**config.mk**
```make
export PLATFORM = sky130hd
export DESIGN_NAME = uart_tx_arbiter
export DESIGN_NICKNAME = d
export VERILOG_FILES = /design/src/rtl/hangman_pkg.sv /design/src/rtl/tx_watchdog.sv /design/src/rtl/uart_tx_arbiter.sv
export SDC_FILE = /design/constraint.sdc
export NUM_CORES = 1
export LEC_CHECK = 0
export CAP_MARGIN = 5
export CORE_MARGIN = 2
export CORE_UTILIZATION = 28
export CTS_BUF_LIST = sky130_fd_sc_hd__clkbuf_16
export DETAILED_ROUTE_END_ITERATION = 6
export PLACE_DENSITY = 0.54
export SLEW_MARGIN = 5
export SYNTH_ARGS = -nofsm -noshare
export SYNTH_HDL_FRONTEND = slang
export SYNTH_SLANG_ARGS = --single-unit
```
**constraint.sdc**
```tcl
create_clock -name clk -period 2.8 [get_ports clk]
set_input_delay 0.56 -clock clk [delete_from_list [all_inputs] [get_ports clk]]
set_output_delay 0.56 -clock clk [all_outputs]
set_load 0.005 [all_outputs]
```
**src/rtl/hangman_pkg.sv**
```systemverilog
// Shared types for the UART transmit arbiter: FSM state encoding, requester
// identity and the round-robin selection helper.
package hangman_pkg;

  typedef enum logic [2:0] {
    IDLE,
    LOAD,
    WAIT_BUSY,
    WAIT_DONE,
    ERROR
  } arb_state_t;

  typedef enum logic {
    REQ_A,
    REQ_B
  } req_id_t;

  // Single requester wins outright; on a tie the one not granted last wins.
  function automatic req_id_t rr_pick(input logic    req_a,
                                      input logic    req_b,
                                      input req_id_t last);
    if (req_a && req_b) begin
      return (last == REQ_A) ? REQ_B : REQ_A;
    end else if (req_a) begin
      return REQ_A;
    end else begin
      return REQ_B;
    end
  endfunction

endpackage

```
**src/rtl/tx_watchdog.sv**
```systemverilog
// Saturating wait-state cycle counter; flags the last permitted cycle so the
// FSM leaves for ERROR exactly TIMEOUT cycles after entering a wait state.
module tx_watchdog #(
  parameter int unsigned TIMEOUT = 25000
) (
  input  logic clk,
  input  logic nRst,
  input  logic clear,
  input  logic enable,
  output logic expired
);

  localparam int unsigned CW = (TIMEOUT < 1) ? 1 : $clog2(TIMEOUT + 1);
  localparam logic [CW-1:0] LIMIT = CW'(TIMEOUT);
  localparam logic [CW-1:0] LAST  = CW'(TIMEOUT - 1);

  logic [CW-1:0] count;

  always_ff @(posedge clk or negedge nRst) begin
    if (!nRst) begin
      count <= '0;
    end else if (clear) begin
      count <= '0;
    end else if (enable && (count != LIMIT)) begin
      count <= count + 1'b1;
    end
  end

  // Asserted during the TIMEOUT-th cycle; the counter reaches TIMEOUT on the
  // same edge that moves the FSM to ERROR.
  assign expired = enable && (count >= LAST);

endmodule

```
**src/rtl/uart_tx_arbiter.sv**
```systemverilog
// Round-robin arbiter sharing one UART transmitter between the player-guess
// (A) and game-message (B) requesters, with a sticky transmit-timeout flag.
module uart_tx_arbiter
  import hangman_pkg::*;
#(
  parameter int unsigned TIMEOUT = 25000
) (
  input  logic       clk,
  input  logic       nRst,
  input  logic       req_a,
  input  logic [7:0] data_a,
  output logic       ack_a,
  input  logic       req_b,
  input  logic [7:0] data_b,
  output logic       ack_b,
  input  logic       tx_ready,
  output logic       tx_start,
  output logic [7:0] tx_data,
  output logic       done,
  output logic       busy,
  input  logic       clr_err,
  output logic       err_LED
);

  arb_state_t state_q, state_d;
  req_id_t    last_q, last_d;
  req_id_t    winner;

  logic [7:0] tx_data_d;
  logic       ack_a_d, ack_b_d, tx_start_d, done_d, err_d;
  logic       wd_clr, wd_en, wd_exp;

  tx_watchdog #(
    .TIMEOUT(TIMEOUT)
  ) u_watchdog (
    .clk    (clk),
    .nRst   (nRst),
    .clear  (wd_clr),
    .enable (wd_en),
    .expired(wd_exp)
  );

  assign winner = rr_pick(req_a, req_b, last_q);
  assign wd_en  = (state_q == WAIT_BUSY) || (state_q == WAIT_DONE);
  assign busy   = (state_q != IDLE);

  always_comb begin
    state_d    = state_q;
    last_d     = last_q;
    tx_data_d  = tx_data;
    ack_a_d    = 1'b0;
    ack_b_d    = 1'b0;
    tx_start_d = 1'b0;
    done_d     = 1'b0;
    err_d      = err_LED;
    wd_clr     = 1'b0;

    case (state_q)
      IDLE: begin
        if (tx_ready && (req_a || req_b)) begin
          last_d  = winner;
          state_d = LOAD;
          if (winner == REQ_A) begin
            tx_data_d = data_a;
            ack_a_d   = 1'b1;
          end else begin
            tx_data_d = data_b;
            ack_b_d   = 1'b1;
          end
        end
      end

      LOAD: begin
        tx_start_d = 1'b1;
        wd_clr     = 1'b1;
        state_d    = WAIT_BUSY;
      end

      // Transmitter acceptance (ready dropping) wins over a coincident timeout.
      WAIT_BUSY: begin
        if (!tx_ready) begin
          wd_clr  = 1'b1;
          state_d = WAIT_DONE;
        end else if (wd_exp) begin
          err_d   = 1'b1;
          state_d = ERROR;
        end
      end

      WAIT_DONE: begin
        if (tx_ready) begin
          done_d  = 1'b1;
          state_d = IDLE;
        end else if (wd_exp) begin
          err_d   = 1'b1;
          state_d = ERROR;
        end
      end

      ERROR: begin
        err_d = 1'b1;
        if (clr_err) begin
          err_d   = 1'b0;
          state_d = IDLE;
        end
      end

      default: begin
        state_d = IDLE;
      end
    endcase
  end

  always_ff @(posedge clk or negedge nRst) begin
    if (!nRst) begin
      state_q  <= IDLE;
      last_q   <= REQ_B;
      tx_data  <= '0;
      ack_a    <= 1'b0;
      ack_b    <= 1'b0;
      tx_start <= 1'b0;
      done     <= 1'b0;
      err_LED  <= 1'b0;
    end else begin
      state_q  <= state_d;
      last_q   <= last_d;
      tx_data  <= tx_data_d;
      ack_a    <= ack_a_d;
      ack_b    <= ack_b_d;
      tx_start <= tx_start_d;
      done     <= done_d;
      err_LED  <= err_d;
    end
  end

endmodule

```
# --- Word-level counts from Yosys, hierarchy flattened ---
# Cells that the tools add are included.
# W data, S select, Z words.
op_classes:
  addsub: 1
  order_cmp: 1
  n_mux: 28
  n_eq_ne: 9
  reduce_logical: 13
op_table:
  columns: ["op", "count"]
  rows:
  - ["$mux W15", 2]
  - ["$mux W1", 17]
  - ["$add A15 B1 Y15 const B", 1]
  - ["$ge A15 B15 Y1 const B", 1]
  - ["$mux W3", 5]
  - ["$ne A15 B15 Y1 const B", 1]
  - ["$pmux W3 S5", 1]
  - ["$mux W8", 1]
  - ["$ne A2 B2 Y1 const B", 4]
  - ["$eq A3 B2 Y1 const B", 2]
  - ["$reduce_bool A3 Y1", 2]
  - ["$logic_and A1 B1 Y1", 4]
  - ["$reduce_and A2 Y1", 2]
  - ["$eq A3 B1 Y1 const B", 1]
  - ["$eq A3 B3 Y1 const B", 1]
  - ["$logic_not A3 Y1", 1]
  - ["$pmux W1 S3", 1]
  - ["$reduce_and A3 Y1", 1]
  - ["$logic_or A1 B1 Y1", 2]
  - ["$pmux W1 S2", 1]
  - ["$reduce_bool A2 Y1", 1]
word_totals:
  inputBits: 22
  wordCells: 61
  register_bits: 32

# --- Longest topological paths before layout ---
# Gate-level depths: netlist of run 1.
logic_depth:
  ltp_word: 6
  ltp_mapped: 8
  mapped_depth_nobuf: 6

# --- Cells and area by module ---
# A second synthesis of run 1 with hierarchy kept.
hier_totals:
  cells_unflattened: 189
  hier_area_um2: 1775.5
by_module_without_submodules:
  columns: ["mod", "seq_area_each_um2", "instances", "cells_each", "area_each_um2"]
  rows:
  - ["tx_watchdog", 375.4, 1, 96, 893.4]
  - ["uart_tx_arbiter", 426.7, 1, 93, 882.1]

# --- Least setup slack after synthesis of run 1 ---
# OpenSTA, ideal clock, no wires.
synth_path:
  path_kind: "register to register"
  start: "reg u_watchdog.count[6]"
  end: "reg u_watchdog.count[1]"
  path_stages_with_launch: 8
  setup_slack_ps: 780
  synth_period_minus_slack_ps: 2020
  setup_time_ps: 135
  t_required_ps: 2665
  t_arrival_ps: 1885
  n_path_buf: 3
  path_cell_list: "dfrtp_1 -> buf_6 -> or3b_1 -> o41ai_4 -> buf_6 -> buf_12 -> mux2i_1 -> nor2_2"
synth_between:
  elab_chain_cells: 3
synth_rtl:
  columns: ["item", "line_no", "text"]
  rows:
  - ["from (decl)", "tx_watchdog.sv:17", "logic [CW-1:0] count;"]
  - ["from (signal assigned)", "tx_watchdog.sv:25", "count <= count + 1'b1;"]
  - ["$ne A15 B15 Y1", "tx_watchdog.sv:24", "end else if (enable && (count != LIMIT)) begin"]
  - ["$logic_and A1 B1 Y1", "tx_watchdog.sv:24", null]
  - ["$reduce_bool A2 Y1 (no line)", null, null]
# No other way between the ends.
# A chain may end at the register's enable or synchronous reset.

# --- Worst setup path after layout of run 1 ---
layout_path:
  start: "reg state_q[0]"
  end: "out busy"
layout_between:
  elab_chain_cells: 1
layout_rtl:
  columns: ["item", "line_no", "text"]
  rows:
  - ["from (decl)", "uart_tx_arbiter.sv:25", "arb_state_t state_q, state_d;"]
  - ["from (signal assigned)", "uart_tx_arbiter.sv:125", "state_q <= state_d;"]
  - ["$reduce_bool A3 Y1", "uart_tx_arbiter.sv:45", "assign busy = (state_q != IDLE);"]
  - ["to (decl)", "uart_tx_arbiter.sv:20", "output logic busy,"]
# No other way between the ends.

==> flow_metrics.env, run 1 <==
export IMPL_synth_xor_area_share_pct=1.54
export IMPL_worstSetupEndpointType="primary output"
export IMPL_antenna_found_initial=0
export IMPL_met2_usage_pct=21.8
export IMPL_core_area_sq_mm=0.00592
export IMPL_dpl_hpwl_mm=2.67
export IMPL_cts_resized=0
export IMPL_use_met1_pct=15.3
export IMPL_p_per_area_mw_per_mm2=792
export IMPL_hold_viol_final=0
export IMPL_layout_drive_gt1_share_pct=10.0
export IMPL_critical_path_max_stage_delay_ns=0.47
export IMPL_hp_start="last_q"
export IMPL_crit_type="register to primary output"
export IMPL_drt_first_pass_iters=4
export IMPL_hp_class="register to register"
export IMPL_grt_pass1_wl_mm=6.56
export IMPL_crit_family="buffers and inverters"
export IMPL_post_cts_buffers=0
export IMPL_muxShareOfSynthArea_pct=5.85
export IMPL_cts_root_buf="clkbuf_16"
export IMPL_max_clock_path_buffers=2
export IMPL_yosysUniqueCellTypes=46
export IMPL_finClkSkew_ns=0.00357
export IMPL_rows=28
export IMPL_rsz0062_at_grt="false"
export IMPL_min_period_ns=2.21
export IMPL_hold_depth=2
export IMPL_finalSetupViolCount=0
export IMPL_cts_hold_buf=0
export IMPL_cts_sinks=32
export IMPL_cp_data_arrival_time_ns=1.65
export IMPL_dieArea_sq_mm=0.00675
export IMPL_synth_warnings=0
export IMPL_worstPathCellList="or3_1 -> clkdlybuf4s50_1"
export IMPL_status="finished, final reports clean"
export IMPL_drc=0
export IMPL_timing_fmax_mhz=453
export IMPL_finalWeightedCongestion=0.708
export IMPL_mappedNetlistNets=195
export IMPL_seq_area_frac_synth_pct=46.9
export IMPL_synth_async_reset_ratio_pct=100
export IMPL_fin_setup_tns_ns=0
export IMPL_slowest_stage="clkdlybuf4s50_1"
export IMPL_reg2reg_from="u_watchdog.count[11]"
export IMPL_r2r_end="state_q[1]"
export IMPL_synthFlopType="dfrtp_1"
export IMPL_cellLeakagePower_nw=0.933
export IMPL_tightest_slew_ns=0.610
export IMPL_initial_core_util_pct=28.9
export IMPL_ys_ff_latch=32
export IMPL_grt_start_max_net_pins=33
export IMPL_htree_levels=2
export IMPL_antenna_left=0
export IMPL_track_usage_pct=12.7
export IMPL_cap_violations=0
export IMPL_synth_top_family_by_area="simple AND/OR/NAND/NOR gates"
export IMPL_clock_latency_ns=0.27
export IMPL_peakVddDrop_uv=374
export IMPL_min_to="last_q"
export IMPL_worstRegToRegCells=4
export IMPL_avgSynthCellArea_sq_um=10.0
export IMPL_gr_usage_met3_pct=3.15
export IMPL_vias=1398
export IMPL_grt_pass1_vias=1411
export IMPL_rrSetupSlack_ns=0.75
export IMPL_insertedDiodeCount=0
export IMPL_fin_nets=234
export IMPL_finalMaxSlewViolations=0
export IMPL_vias_per_cell=4.91
export IMPL_cp_depth=2
export IMPL_syn_cell_area_sq_mm=0.00171
export IMPL_wl_per_cell_um=13.3
export IMPL_slew_headroom_pct=58.3
export IMPL_required_ns=2.24
export IMPL_numCtsBuffers=5
export IMPL_synthAdderAreaFrac_pct=1.46
export IMPL_portBuffers=35
export IMPL_chipHeight_um=82.2
export IMPL_synth_compound_area_share_pct=17.6
export IMPL_worstSetupStartpointType="register"
export IMPL_synthSimpleGateAreaFrac_pct=21.8
export IMPL_fillers=601
export IMPL_instances_no_fill=285
export IMPL_clkTransAtPathRegs_ns=0.05
export IMPL_min_period_over_period_pct=78.9
export IMPL_cp_max_fo=8
export IMPL_top_usage_layer="met2"
export IMPL_die_x_um=82.2
export IMPL_synth_cells=171
export IMPL_dp_cells=278
export IMPL_final_common_cell="clkdlybuf4s50_1"
export IMPL_final_cell_mix="35 x clkdlybuf4s50_1, 31 x dfrtp_1, 17 x nor2_1"
export IMPL_ios=36
export IMPL_worst_path_buf_inv=1
export IMPL_area_growth_syn_to_layout_pct=32.4
export IMPL_cts_tree="built"
export IMPL_routed_wl_mm=3.78
export IMPL_overflow=0
export IMPL_first_iter_violations=111
export IMPL_synth_edf_count=0
==> flip-flops by register name (all words and copies together) (netlist names) <==
| name | cells |
|---|---|
| tx_start | 1 |
| tx_data | 8 |
| err_LED | 1 |
| ack_a | 1 |
| state_q | 3 |
| done | 1 |
| last_q | 1 |
| u_watchdog.count | 15 |
| ack_b | 1 |
==> synthesized netlist by cell type (2+ instances only) <==
cell type   n  area (sq um)
a21oi_1    15          75.1
a21oi_2     4          35.0
and2_1      2          12.5
and4_1      2          17.5
buf_6       2          22.5
clkbuf_1    4          15.0
dfrtp_1    31           776
ha_1        2          25.0
inv_1       4          15.0
mux2i_1    10           100
nand2_1     8          30.0
nand2b_1    3          18.8
nand3_1     3          15.0
nand3b_1    2          15.0
nand4_1     5          31.3
nor2_1     17          63.8
nor2_2      2          12.5
nor3_1      3          15.0
o211ai_1    2          15.0
o21ai_0     3          15.0
o21ai_1     8          40.0
o311ai_1    2          17.5
o31ai_1     2          15.0
o41ai_1     2          17.5
or3_1       9          56.3
or3b_1      2          17.5
or4_1       2          15.0
xnor2_1     2          17.5
==> routing by layer <==
layer	wire length, um	up-vias
met1	1780	669
met5	0	-
met2	1870	17
li1	-	708
met3	84	4
met4	51	0
==> worst register-to-register path, cell delays in order (launching register included) <==
cell and delay [ns]:
dfrtp_1 0.43, or4_4 0.56, a2111oi_0 0.57, nor2_1 0.13
a31o_1 0.25
==> through the flow <==
step / setup slack [ns] / hold slack, ns / total power, mW / cell area [sq um] / utilization (%)
5_1_grt: 0.556 / 0.523 / 1.93 / 2260 / 38.3
2_1_floorplan: 0.780 / 0.264 / 1.04 / 1710 / -
6_report: 0.590 / 0.501 / 1.79 / 2260 / 38.3
4_1_cts: 0.581 / 0.503 / 1.82 / 2260 / 38.3
3_3_place_gp: 0.682 / 0.490 / 1.30 / 2130 / 36.0
3_5_place_dp: 0.676 / 0.494 / 1.31 / 2130 / 36.0
==> logic make-up (layout without fill, tap and decap cells) <==
logic type	after synthesis	in the layout
AO/OA/AOI/OAI	44	44
adder cells (fa/ha/maj)	2	2
buffers and inverters	13	52
multiplexers	10	10
AND/OR/NAND/NOR	67	67
flip-flops	32	32
XOR/XNOR	3	3
==> report_power, final <==
| group | internal [mW] | total [mW] | switching, mW |
|---|---|---|---|
| registers | 0.576 | 0.657 | 0.0803 |
| logic | 0.333 | 0.633 | 0.300 |
| clock network | 0.319 | 0.504 | 0.185 |
| total | 1.23 | 1.79 | 0.565 |
==> cell type report <==
type	count	area [sq um]	area share, %
multi-input combinational	126	825	36.4
sequential	32	802	35.4
timing repair buffer	41	395	17.5
clock buffer	5	125	5.52
tap	75	93.8	4.14
inverter	4	15.0	0.663
clock inverter	2	8.76	0.387
==> worst max-delay path by stage <==
| stage | end | startpoint |
|---|---|---|
| after floorplan | u_watchdog.count[1] | u_watchdog.count[6] |
| after global placement | u_watchdog.count[7] | tx_ready |
| after detailed placement | u_watchdog.count[7] | tx_ready |
| after CTS | busy | state_q[0] |
| after global routing | busy | state_q[0] |
| final | busy | state_q[0] |
(Power assumes the default switching activity.)
==> run 2, diff against run 1 <==
==> constraint.sdc (replaced) <==
create_clock -name clk -period 2.2 [get_ports clk]
set_input_delay 0.44 -clock clk [delete_from_list [all_inputs] [get_ports clk]]
set_output_delay 0.44 -clock clk [all_outputs]
set_load 0.005 [all_outputs]
==> flow_metrics.env, run 2 (synthesized netlist as in run 1, its figures left out) <==
export IMPL_hold_depth=1
export IMPL_worstRegToRegCells=4
export IMPL_min_period_ns=2.13
export IMPL_finalWeightedCongestion=0.821
export IMPL_track_usage_pct=13.2
export IMPL_use_met1_pct=16.5
export IMPL_cts_hold_buf=0
export IMPL_placed_area_sq_mm=0.00217
export IMPL_routed_wl_mm=3.89
export IMPL_initial_core_util_pct=28.9
export IMPL_insertedDiodeCount=0
export IMPL_critical_path_max_stage_delay_ns=0.47
export IMPL_wl_per_cell_um=13.4
export IMPL_reg_top3="u_watchdog.count x15, tx_data x8, state_q x3"
export IMPL_grt_pass1_vias=1444
export IMPL_crit_type="register to primary output"
export IMPL_layout_drive_gt1_share_pct=12.6
export IMPL_cts_sinks=32
export IMPL_fin_setup_tns_ns=0
export IMPL_vias_per_cell=4.86
export IMPL_vias=1409
export IMPL_status="finished, final reports clean"
export IMPL_cap_violations=0
export IMPL_grt_start_max_net_pins=33
export IMPL_post_cts_buffers=0
export IMPL_slowest_stage="clkdlybuf4s50_1"
export IMPL_cts_tree="built"
export IMPL_worst_path_buf_inv=2
export IMPL_cp_max_fo=5
export IMPL_rows=28
export IMPL_portBuffers=35
export IMPL_top_usage_layer="met2"
export IMPL_overflow=0
export IMPL_clkTransAtPathRegs_ns=0.05
export IMPL_rsz0062_at_grt="false"
export IMPL_final_area_sq_mm=0.00234
export IMPL_drc=0
export IMPL_cellLeakagePower_nw=0.971
export IMPL_dpl_hpwl_mm=2.78
export IMPL_cts_root_buf="clkbuf_16"
export IMPL_cts_resized=0
export IMPL_numCtsBuffers=5
export IMPL_r2r_end="state_q[1]"
export IMPL_antenna_left=0
export IMPL_hp_start="state_q[2]"
export IMPL_clock_latency_ns=0.27
export IMPL_core_area_sq_mm=0.00592
export IMPL_fin_util_pct=39.5
export IMPL_area_growth_syn_to_layout_pct=36.7
export IMPL_largest_register_ffs=15
export IMPL_min_period_over_period_pct=96.8
export IMPL_finalMaxSlewViolations=0
export IMPL_finalSetupViolCount=0
export IMPL_min_to="tx_start"
export IMPL_drt_first_pass_iters=4
export IMPL_grt_pass1_wl_mm=6.71
export IMPL_worstPathCellList="buf_4 -> or3_1 -> clkdlybuf4s50_1"
export IMPL_die_x_um=82.2
export IMPL_hold_viol_final=0
export IMPL_worstSetupEndpointType="primary output"
export IMPL_peakVddDrop_uv=498
export IMPL_slew_headroom_pct=62.2
export IMPL_rrSetupSlack_ns=0.23
export IMPL_ios=36
export IMPL_regMostFlops="u_watchdog.count"
export IMPL_hp_class="register to register"
export IMPL_max_clock_path_buffers=2
export IMPL_totalPowerFinal_mw=2.43
export IMPL_htree_levels=2
export IMPL_finClkSkew_ns=0.00457
export IMPL_timing_fmax_mhz=470
export IMPL_gr_usage_met3_pct=2.83
export IMPL_first_iter_violations=54
export IMPL_fin_nets=238
export IMPL_tightest_slew_ns=0.553
export IMPL_antenna_found_initial=0
export IMPL_cp_data_arrival_time_ns=1.69
export IMPL_final_common_cell="clkdlybuf4s50_1"
export IMPL_worstSetupStartpointType="register"
export IMPL_required_ns=1.76
export IMPL_p_per_area_mw_per_mm2=1040
export IMPL_final_cell_mix="35 x clkdlybuf4s50_1, 30 x dfrtp_1, 17 x nor2_1"
export IMPL_met2_usage_pct=20.8
export IMPL_reg2reg_from="u_watchdog.count[11]"
export IMPL_crit_family="buffers and inverters"
export IMPL_dieArea_sq_mm=0.00675
export IMPL_chipHeight_um=82.2
-- run 2: cell types whose count changed in the layout (fill, tap and decap cells not counted) --
| cell | change |
|---|---|
| dfrtp_1 | -1 |
| bufinv_16 | +1 |
| buf_12 | +1 |
| buf_4 | +3 |
| dfrtp_2 | +1 |
-- run 2: worst max path at each step --
stage,endpoint,slack (ns),depth (start not counted),startpoint
after floorplan,u_watchdog.count[1],0.18,7,u_watchdog.count[6]
after global placement,state_q[1],0.28,4,u_watchdog.count[11]
after detailed placement,state_q[1],0.24,4,u_watchdog.count[11]
after CTS,busy,0.03,3,state_q[2]
after global routing,busy,0.0002,3,state_q[2]
final,busy,0.07,3,state_q[2]
-- run 2: layer usage --
| layer | wire length, um | up-vias |
|---|---|---|
| met1 | 1830 | 667 |
| met2 | 1880 | 23 |
| met3 | 112 | 4 |
| met4 | 64 | 0 |
| li1 | - | 715 |
| met5 | 0 | - |
-- run 2: metrics by stage --
step	std cells	hold WS [ns]	worst slack, ns
final	290	0.496	0.0705
after floorplan	171	0.144	0.180
after global placement	282	0.491	0.284
after CTS	290	0.507	0.0313
after global routing	290	0.518	0.000222
after detailed placement	282	0.499	0.238
-- run 2: worst reg2reg max path, delay by kind of cell (launching register included) --
kind | cells | cell delay [ns]
simple gates | 2 | 0.66
compound gates | 2 | 0.76
flops | 1 | 0.43
-- run 2: report_power, final --
| group | total (mW) | internal (mW) | switching [mW] |
|---|---|---|---|
| clock | 0.763 | 0.527 | 0.236 |
| combinational | 0.834 | 0.447 | 0.388 |
| sequential | 0.836 | 0.734 | 0.103 |
| total | 2.43 | 1.71 | 0.727 |
-- run 2: area by class of cell --
class | count | area (sq um)
Clock buffer | 5 | 125
Clock inverter | 3 | 38.8
Fill cell | 589 | 3580
Inverter | 4 | 15.0
Multi-Input combinational cell | 126 | 825
Sequential cell | 32 | 803
Tap cell | 75 | 93.8
Timing Repair Buffer | 45 | 438
